<file path="src/rtl/sprite_sorter.sv">
// Loads up to 8 sprites from a registered-read buffer, sorts them far-to-near by odd-even transposition.
// Optional SPRITE_CULL_EN: entries with distance <= 0 are stored invalid.
module sprite_sorter #(
    parameter int MAX_SPRITES = 8,
    parameter int QMN_W       = 16
) (
    input  logic             clk,
    input  logic             reset,
    input  logic             start,
    input  logic [3:0]       num_sprites,
    output logic [2:0]       buf_index,
    output logic             buf_oe,
    output logic             buf_we,
    input  logic [QMN_W-1:0] sdist_in,
    input  logic [10:0]      scol_in,
    output logic             busy,
    output logic             done,
    output logic             results_valid,
    output logic [3:0]       valid_count,
    input  logic [2:0]       rd_slot,
    output logic [2:0]       rd_id,
    output logic [QMN_W-1:0] rd_dist,
    output logic [10:0]      rd_col,
    output logic             rd_valid
);
    typedef enum logic [1:0] {S_IDLE, S_LOAD, S_SORT, S_DONE} state_t;

    state_t                   state_q, state_d;
    logic [3:0]               cnt_q, cnt_d;
    logic [3:0]               n_q, n_d;
    logic [2:0]               buf_index_q, buf_index_d;
    logic                     buf_oe_q, buf_oe_d;
    logic                     busy_q, busy_d;
    logic                     done_q, done_d;
    logic                     rv_q, rv_d;
    logic [3:0]               vc_q, vc_d;
    logic [2:0]               id_q   [MAX_SPRITES];
    logic [2:0]               id_d   [MAX_SPRITES];
    logic signed [QMN_W-1:0]  dist_q [MAX_SPRITES];
    logic signed [QMN_W-1:0]  dist_d [MAX_SPRITES];
    logic [10:0]              col_q  [MAX_SPRITES];
    logic [10:0]              col_d  [MAX_SPRITES];
    logic [MAX_SPRITES-1:0]   vld_q, vld_d;

    logic                     keep_v;
    logic [3:0]               slot_v, next_v, pc_v;
    logic [2:0]               li, ri;
    int unsigned              l;

`ifdef SPRITE_CULL_EN
    assign keep_v = $signed(sdist_in) > 0;
`else
    assign keep_v = 1'b1;
`endif

    always_comb begin
        state_d     = state_q;
        cnt_d       = cnt_q;
        n_d         = n_q;
        buf_index_d = buf_index_q;
        buf_oe_d    = buf_oe_q;
        busy_d      = busy_q;
        done_d      = 1'b0;
        rv_d        = rv_q;
        vc_d        = vc_q;
        id_d        = id_q;
        dist_d      = dist_q;
        col_d       = col_q;
        vld_d       = vld_q;
        slot_v      = cnt_q - 4'd1;
        next_v      = cnt_q + 4'd1;
        pc_v        = '0;
        li          = '0;
        ri          = '0;
        l           = 0;
        case (state_q)
            S_IDLE: begin
                if (start) begin
                    n_d         = (num_sprites > 4'(MAX_SPRITES)) ? 4'(MAX_SPRITES) : num_sprites;
                    state_d     = S_LOAD;
                    cnt_d       = '0;
                    vld_d       = '0;
                    rv_d        = 1'b0;
                    busy_d      = 1'b1;
                    buf_oe_d    = (n_d != 4'd0);
                    buf_index_d = '0;
                end
            end
            S_LOAD: begin
                // Read data trails the address by one cycle, so cycle k fills slot k-1.
                if (cnt_q != 4'd0) begin
                    id_d[slot_v[2:0]]   = slot_v[2:0];
                    dist_d[slot_v[2:0]] = $signed(sdist_in);
                    col_d[slot_v[2:0]]  = scol_in;
                    vld_d[slot_v[2:0]]  = keep_v;
                end
                if (cnt_q == n_q) begin
                    state_d     = S_SORT;
                    cnt_d       = '0;
                    buf_oe_d    = 1'b0;
                    buf_index_d = '0;
                end else begin
                    cnt_d       = next_v;
                    buf_oe_d    = (next_v < n_q);
                    buf_index_d = buf_oe_d ? next_v[2:0] : 3'd0;
                end
            end
            S_SORT: begin
                for (int unsigned p = 0; p < MAX_SPRITES / 2; p++) begin
                    l  = 2 * p + {31'b0, cnt_q[0]};
                    li = l[2:0];
                    ri = li + 3'd1;
                    if (l + 1 < MAX_SPRITES && vld_q[ri] &&
                        (!vld_q[li] || dist_q[ri] > dist_q[li])) begin
                        id_d[li]   = id_q[ri];
                        id_d[ri]   = id_q[li];
                        dist_d[li] = dist_q[ri];
                        dist_d[ri] = dist_q[li];
                        col_d[li]  = col_q[ri];
                        col_d[ri]  = col_q[li];
                        vld_d[li]  = vld_q[ri];
                        vld_d[ri]  = vld_q[li];
                    end
                end
                if (cnt_q == 4'(MAX_SPRITES - 1)) begin
                    for (int unsigned i = 0; i < MAX_SPRITES; i++) begin
                        pc_v = pc_v + {3'b0, vld_q[i]};
                    end
                    state_d = S_DONE;
                    busy_d  = 1'b0;
                    done_d  = 1'b1;
                    rv_d    = 1'b1;
                    vc_d    = pc_v;
                    cnt_d   = '0;
                end else begin
                    cnt_d = next_v;
                end
            end
            S_DONE: begin
                state_d = S_IDLE;
            end
            default: state_d = S_IDLE;
        endcase
    end

    always_ff @(posedge clk or posedge reset) begin
        if (reset) begin
            state_q     <= S_IDLE;
            cnt_q       <= '0;
            n_q         <= '0;
            buf_index_q <= '0;
            buf_oe_q    <= 1'b0;
            busy_q      <= 1'b0;
            done_q      <= 1'b0;
            rv_q        <= 1'b0;
            vc_q        <= '0;
            vld_q       <= '0;
            for (int unsigned i = 0; i < MAX_SPRITES; i++) begin
                id_q[i]   <= '0;
                dist_q[i] <= '0;
                col_q[i]  <= '0;
            end
        end else begin
            state_q     <= state_d;
            cnt_q       <= cnt_d;
            n_q         <= n_d;
            buf_index_q <= buf_index_d;
            buf_oe_q    <= buf_oe_d;
            busy_q      <= busy_d;
            done_q      <= done_d;
            rv_q        <= rv_d;
            vc_q        <= vc_d;
            vld_q       <= vld_d;
            id_q        <= id_d;
            dist_q      <= dist_d;
            col_q       <= col_d;
        end
    end

    assign buf_index     = buf_index_q;
    assign buf_oe        = buf_oe_q;
    assign buf_we        = 1'b0;
    assign busy          = busy_q;
    assign done          = done_q;
    assign results_valid = rv_q;
    assign valid_count   = vc_q;
    assign rd_id         = id_q[rd_slot];
    assign rd_dist       = dist_q[rd_slot];
    assign rd_col        = col_q[rd_slot];
    assign rd_valid      = vld_q[rd_slot];
endmodule
</file>
<file path="config.mk">
export PLATFORM = sky130hd
export DESIGN_NAME = sprite_sorter
export DESIGN_NICKNAME = d
export VERILOG_FILES = /design/src/rtl/sprite_sorter.sv
export SDC_FILE = /design/constraint.sdc
export NUM_CORES = 1
export LEC_CHECK = 0
export CORE_MARGIN = 2
export CORE_UTILIZATION = 45
export DETAILED_ROUTE_END_ITERATION = 6
export PLACE_DENSITY = 0.72
export REMOVE_ABC_BUFFERS = 1
export SETUP_SLACK_MARGIN = 0.4
export SLEW_MARGIN = 40
export SYNTH_ARGS = -nofsm -noshare
export SYNTH_HDL_FRONTEND = slang
export SYNTH_SLANG_ARGS = --single-unit
export TNS_END_PERCENT = 20
</file>
<file path="constraint.sdc">
create_clock -name clk -period 8.7 [get_ports clk]
set_clock_uncertainty 0.05 [all_clocks]
set_input_delay 0.87 -clock clk [delete_from_list [all_inputs] [get_ports clk]]
set_output_delay 0.87 -clock clk [all_outputs]
set_load 0.02 [all_outputs]
</file>
# After elaboration in Yosys (flattened, before gate mapping)

Index checks and enable logic that the tools add are counted.

Add/sub/neg operators: 20
Magnitude comparators: 48
Equality and inequality tests: 9
Multiplexer cells: 267
Bitwise gates (word level): 11
Reductions and logical operators: 49

Operator list:

| cell                                                       | number |
|---|---|
| bitwise mux 128 bit                                        | 9 |
| two-way mux 128 bit                                        | 8 |
| bitwise mux 88 bit                                         | 9 |
| two-way mux 88 bit                                         | 8 |
| binary-select mux 16 bit (select 3 bit)                    | 9 |
| demux 16 bit (select 3 bit)                                | 9 |
| two-way mux 16 bit                                         | 27 |
| binary-select mux 11 bit (select 3 bit)                    | 9 |
| demux 11 bit (select 3 bit)                                | 9 |
| two-way mux 11 bit                                         | 27 |
| case mux 128 bit (2 select lines)                          | 1 |
| bitwise mux 24 bit                                         | 9 |
| two-way mux 24 bit                                         | 8 |
| case mux 88 bit (2 select lines)                           | 1 |
| two-way mux 3 bit                                          | 30 |
| binary-select mux 3 bit (select 3 bit)                     | 9 |
| demux 3 bit (select 3 bit)                                 | 9 |
| two-way mux 8 bit                                          | 9 |
| bitwise mux 8 bit                                          | 8 |
| > comparator 16 bit                                        | 4 |
| case mux 24 bit (2 select lines)                           | 1 |
| greater-or-equal comparator 4 bit, second input constant   | 10 |
| less-than comparator 4 x 1 -> 1 bit, second input constant | 9 |
| less-than comparator 3 x 4 -> 1 bit, second input constant | 8 |
| 50 further kinds                                           | 164 |

Flip-flop bits (word level): 269
Bits of input ports: 37
Output and inout bits: 43
Logic and storage cells: 438

# Longest topological paths before layout

Word-level depth: 22
Gate-level depth with buffers: 18
Mapped depth without buffers: 12

# Worst setup path before layout

OpenSTA, ideal clock, no wires.

Path kind: flip-flop to flip-flop
Start: register cnt_q[0]
End: register col_q[34] (netlist name)
Library setup time: 126 ps
Data arrival time: 4544 ps
Data required time: 8524 ps
Setup slack: 3980 ps
Stages on the path, launching flop included: 17
Path buffers: 6
Period minus slack after synthesis: 4720 ps
Path through: dfrtp_1 buf_2 buf_1 buf_1 buf_2 buf_1 mux2i_1 ha_1 a211oi_1 nor2_1 or4_4 a211o_1 a32oi_2 buf_4 mux2i_1 a21oi_1 a311o_1

Word-level cells in the longest chain between the ends: 22
Elaborated cells between the ends (all ways): 175
Classes of those cells: add/sub (12); order compare (26); eq/ne (1); mux (100); bitwise (9); reduce/logical (27)

Ends and longest elaborated chain:

| element                                                                      | RTL line | text |
|---|---|---|
| start: declaration                                                           | 29       | `logic [3:0] cnt_q, cnt_d;` |
| start signal: assignment                                                     | 165      | `cnt_q <= cnt_d;` |
| parallel branches: the longest is 22 deep, another holds > comparator 16 bit | -        |  |
| end signal: assignment                                                       | 176      | `col_q <= col_d;` |
| end: declaration                                                             | 41       | `logic [10:0] col_q [MAX_SPRITES];` |

Several ways; the timed one is not identified. The select of a mux whose other input is x is not followed.
A chain may end at the register's enable or synchronous reset.

# Worst setup path after layout

Start: register cnt_q[0]
End: register dist_q[38] (netlist name)

Word-level cells in the longest chain between the ends: 22
Elaborated cells between the ends (all ways): 151
Classes of those cells: add/sub (12); order compare (26); eq/ne (1); mux (76); bitwise (9); reduce/logical (27)

Ends and longest elaborated chain:

| element                                                                      | RTL line | text |
|---|---|---|
| parallel branches: the longest is 22 deep, another holds > comparator 16 bit | -        |  |
| end signal: assignment                                                       | 175      | `dist_q <= dist_d;` |
| end: declaration                                                             | 39       | `logic signed [QMN_W-1:0] dist_q [MAX_SPRITES];` |

Several ways; the timed one is not identified. The select of a mux whose other input is x is not followed.

==> results.sh <==
export IMPL_outcome="complete, no violations"
export IMPL_clkLatencyLatePin_ns=0.55
export IMPL_antenna_cells=0
export IMPL_r2r_cells=13
export IMPL_worstPathMaxFanout=87
export IMPL_clock_sinks=269
export IMPL_path_class="register to register"
export IMPL_hold_slack_ns=0.4358
export IMPL_holdPathStages=2
export IMPL_area_growth_pct=13.27
export IMPL_met3_usage_pct=8.892
export IMPL_cts_tree="built"
export IMPL_rsz0062_at_grt="no"
export IMPL_start_util_pct=45.51
export IMPL_ys_ff_latch=269
export IMPL_grt_pass1_vias=18430
export IMPL_clk_pin_slew_worst_paths_ns=0.06
export IMPL_clockRootBuffer="clkbuf_16"
export IMPL_setup_worst_path_end_class="register"
export IMPL_via_per_inst=6.977
export IMPL_io_pins=80
export IMPL_routedWlPerCell_um=27.20
export IMPL_post_cts_setup_buffers=0
export IMPL_synthMostInstantiatedCell="dfrtp_1"
export IMPL_syn_area_per_cell_sq_um=9.486
export IMPL_drv_slew=0
export IMPL_power_density_nw_per_um2=393.6
export IMPL_ys_seq_area_share_pct=34.41
export IMPL_setup_tns_ns=0
export IMPL_fin_ws_ns=3.032
export IMPL_tightest_slew_ns=0.8834
export IMPL_synth_common_cells="269 x dfrtp_1, 189 x nand2_1, 179 x o21ai_0"
export IMPL_hold_viol_final=0
export IMPL_maxCapViolations=0
export IMPL_final_cells=2665
export IMPL_synth_largest_area_cell="dfrtp_1"
export IMPL_fin_crit_sh_pct=65.15
export IMPL_drc=0
export IMPL_hold_path_class="register to register"
export IMPL_postCtsHoldBufs=0
export IMPL_dr_pass1_iters=6
export IMPL_p_seq_share_pct=28.0
export IMPL_synth_cells=2062
export IMPL_grt_pass1_wl_um=110500
export IMPL_fin_area_sq_um=22160
export IMPL_yosysUniqueCellTypes=76
export IMPL_nets=2179
export IMPL_rows=76
export IMPL_async_flop_share_pct=100.0
export IMPL_h_tree_depth=2
export IMPL_gr_total_overflow=0
export IMPL_met2_usage_pct=47.88
export IMPL_power_internal_mw=4.588
export IMPL_yosys_warnings=0
export IMPL_postLayoutCoreUtil_pct=51.55
export IMPL_placed_area_sq_um=21040
export IMPL_drt_first_iter_violations=2682
export IMPL_die_area_sq_um=45150
export IMPL_dp_cells=2608
export IMPL_numCtsBuffers=35
export IMPL_swShare_pct=47.39
export IMPL_grt_use_total_pct=32.16
export IMPL_crit_required_ns=9.13
export IMPL_grt_start_max_net_pins=88
export IMPL_antenna_found_initial=0
export IMPL_fin_crit_ns=5.668
export IMPL_drive_above_1_share_pct=15.14
export IMPL_wl_um=72500
export IMPL_synthTopCellsByArea="dfrtp_1 34%, mux4_2 7.1%, mux2_2 5.5%"
export IMPL_num_vias=18590
export IMPL_hpwl_um=44690
export IMPL_synth_top_flop_cell="dfrtp_1"
export IMPL_net_switching_power_mw=4.133
export IMPL_synth_area_sq_um=19560
export IMPL_min_delay_worst_endpoint="n_q[0]"
export IMPL_pre_cts_ws_ns=3.218
export IMPL_core_area_sq_um=42980
export IMPL_met1_usage_pct=42.45
export IMPL_synth_edf_count=0
export IMPL_p_leak_nw=8.836
export IMPL_max_clock_path_buffers=3
export IMPL_drtAntennaViolNets=0
export IMPL_vdd_drop_max_v=0.0002511
export IMPL_power_frac_clock_pct=16.5
export IMPL_io_buffers=78
export IMPL_synth_top_area_share_pct=34.41
export IMPL_r2r_end="dist_q[38]"
export IMPL_rr_startpoint="cnt_q[0]"
export IMPL_fmax_mhz=176.4
export IMPL_hold_start="n_q[0]"
export IMPL_busiest_layer="met2"
export IMPL_start_kind="register"
export IMPL_p_comb_share_pct=55.6
export IMPL_power_total_mw=8.720
export IMPL_die_x_um=212.5
export IMPL_cts_resized=0
export IMPL_place_gp_congestion=0.9447
export IMPL_fp_dieH_um=212.5
export IMPL_setup_violations_final=0
export IMPL_slew_headroom_pct=41.11
export IMPL_arrival_ns=6.09
export IMPL_regToRegSetupSlack_ns=3.03
power groups by stage:
stage	Clock, mW	Combinational, mW	Sequential, mW
2_1_floorplan	0	3.17	2.27
3_3_place_gp	0	4.54	2.39
3_5_place_dp	0	4.70	2.41
4_1_cts	1.44	4.72	2.41
5_1_grt	1.49	5.16	2.51
6_report	1.43	4.85	2.44
flip-flops by register name (all words and copies together), names as in the netlist, 3 cells and up:
signal,flops
dist_q,128
col_q,88
id_q,24
vld_q,8
cnt_q,4
n_q,4
valid_count,4
buf_index,3
area by class of cell:
class,count,area [sq um]
fill,3899,20830
multi-input combinational,1547,12030
sequential,269,6735
timing repair buffer,134,1282
clock buffer,52,1012
tap,585,732.0
inverter,73,281.5
clock inverter,5,80.08
routing by layer:
layer / vias to the layer above / part of all wire (%)
li1: 7883 / -
met4: 0 / 5.4
met2: 1344 / 43
met3: 331 / 13
met5: - / 0
met1: 9035 / 38
cell families (layout without fill, tap and decap cells):
| logic type | count (synthesis) | after routing | synth area share (%) |
|---|---|---|---|
| and+or+nand+nor | 475 | 475 | 11.57 |
| adders and majority gates | 82 | 82 | 5.399 |
| muxes | 239 | 239 | 16.80 |
| other | 1 | 1 | 0.01917 |
| xor gates and xnor gates | 8 | 8 | 0.3582 |
| AOI/OAI and AO/OA | 742 | 742 | 26.30 |
| DFF | 269 | 269 | 34.41 |
| buffers and inverters | 246 | 264 | 5.130 |
how the worst max path moves through the flow:
stage          startpoint  slack (ns)          to  cells past startpoint
2_1_floorplan    cnt_q[0]       -8.17  dist_q[94]                      7
3_3_place_gp     cnt_q[0]        3.05  dist_q[81]                     11
3_5_place_dp     cnt_q[0]        3.22  dist_q[38]                     14
4_1_cts          cnt_q[0]        3.17  dist_q[38]                     14
5_1_grt          cnt_q[0]        2.89  dist_q[38]                     14
6_report         cnt_q[0]        3.03  dist_q[38]                     13
worst max-delay path, stage by stage (launching register included):
cell,delay (ns)
dfrtp_4,0.66
buf_12,0.38
buf_4,0.71
a21oi_1,0.15
ha_1,0.35
and3_1,0.21
nand3_1,0.17
or3_1,0.44
nand4_1,0.28
a31o_2,0.69
a21oi_1,0.17
nor2_2,0.54
buf_4,0.50
a221o_1,0.23
placed cells by master (no fill, tap or decap), types with 27 or more instances in the layout:
cell,Yosys,routed
dfrtp_1,269,268
nand2_1,189,186
o21ai_0,179,176
a21oi_1,151,150
mux2_2,95,95
mux2i_1,82,82
nor2_1,83,80
ha_1,78,77
clkdlybuf4s50_1,0,75
inv_1,72,71
a221o_1,63,63
mux4_2,62,62
nor2b_1,61,61
a22o_1,52,52
nand3_1,47,47
buf_4,7,47
a22oi_1,41,41
clkbuf_16,0,37
a211oi_1,30,30
o2bb2ai_1,27,27
Power figures use the tool's default switching activity.
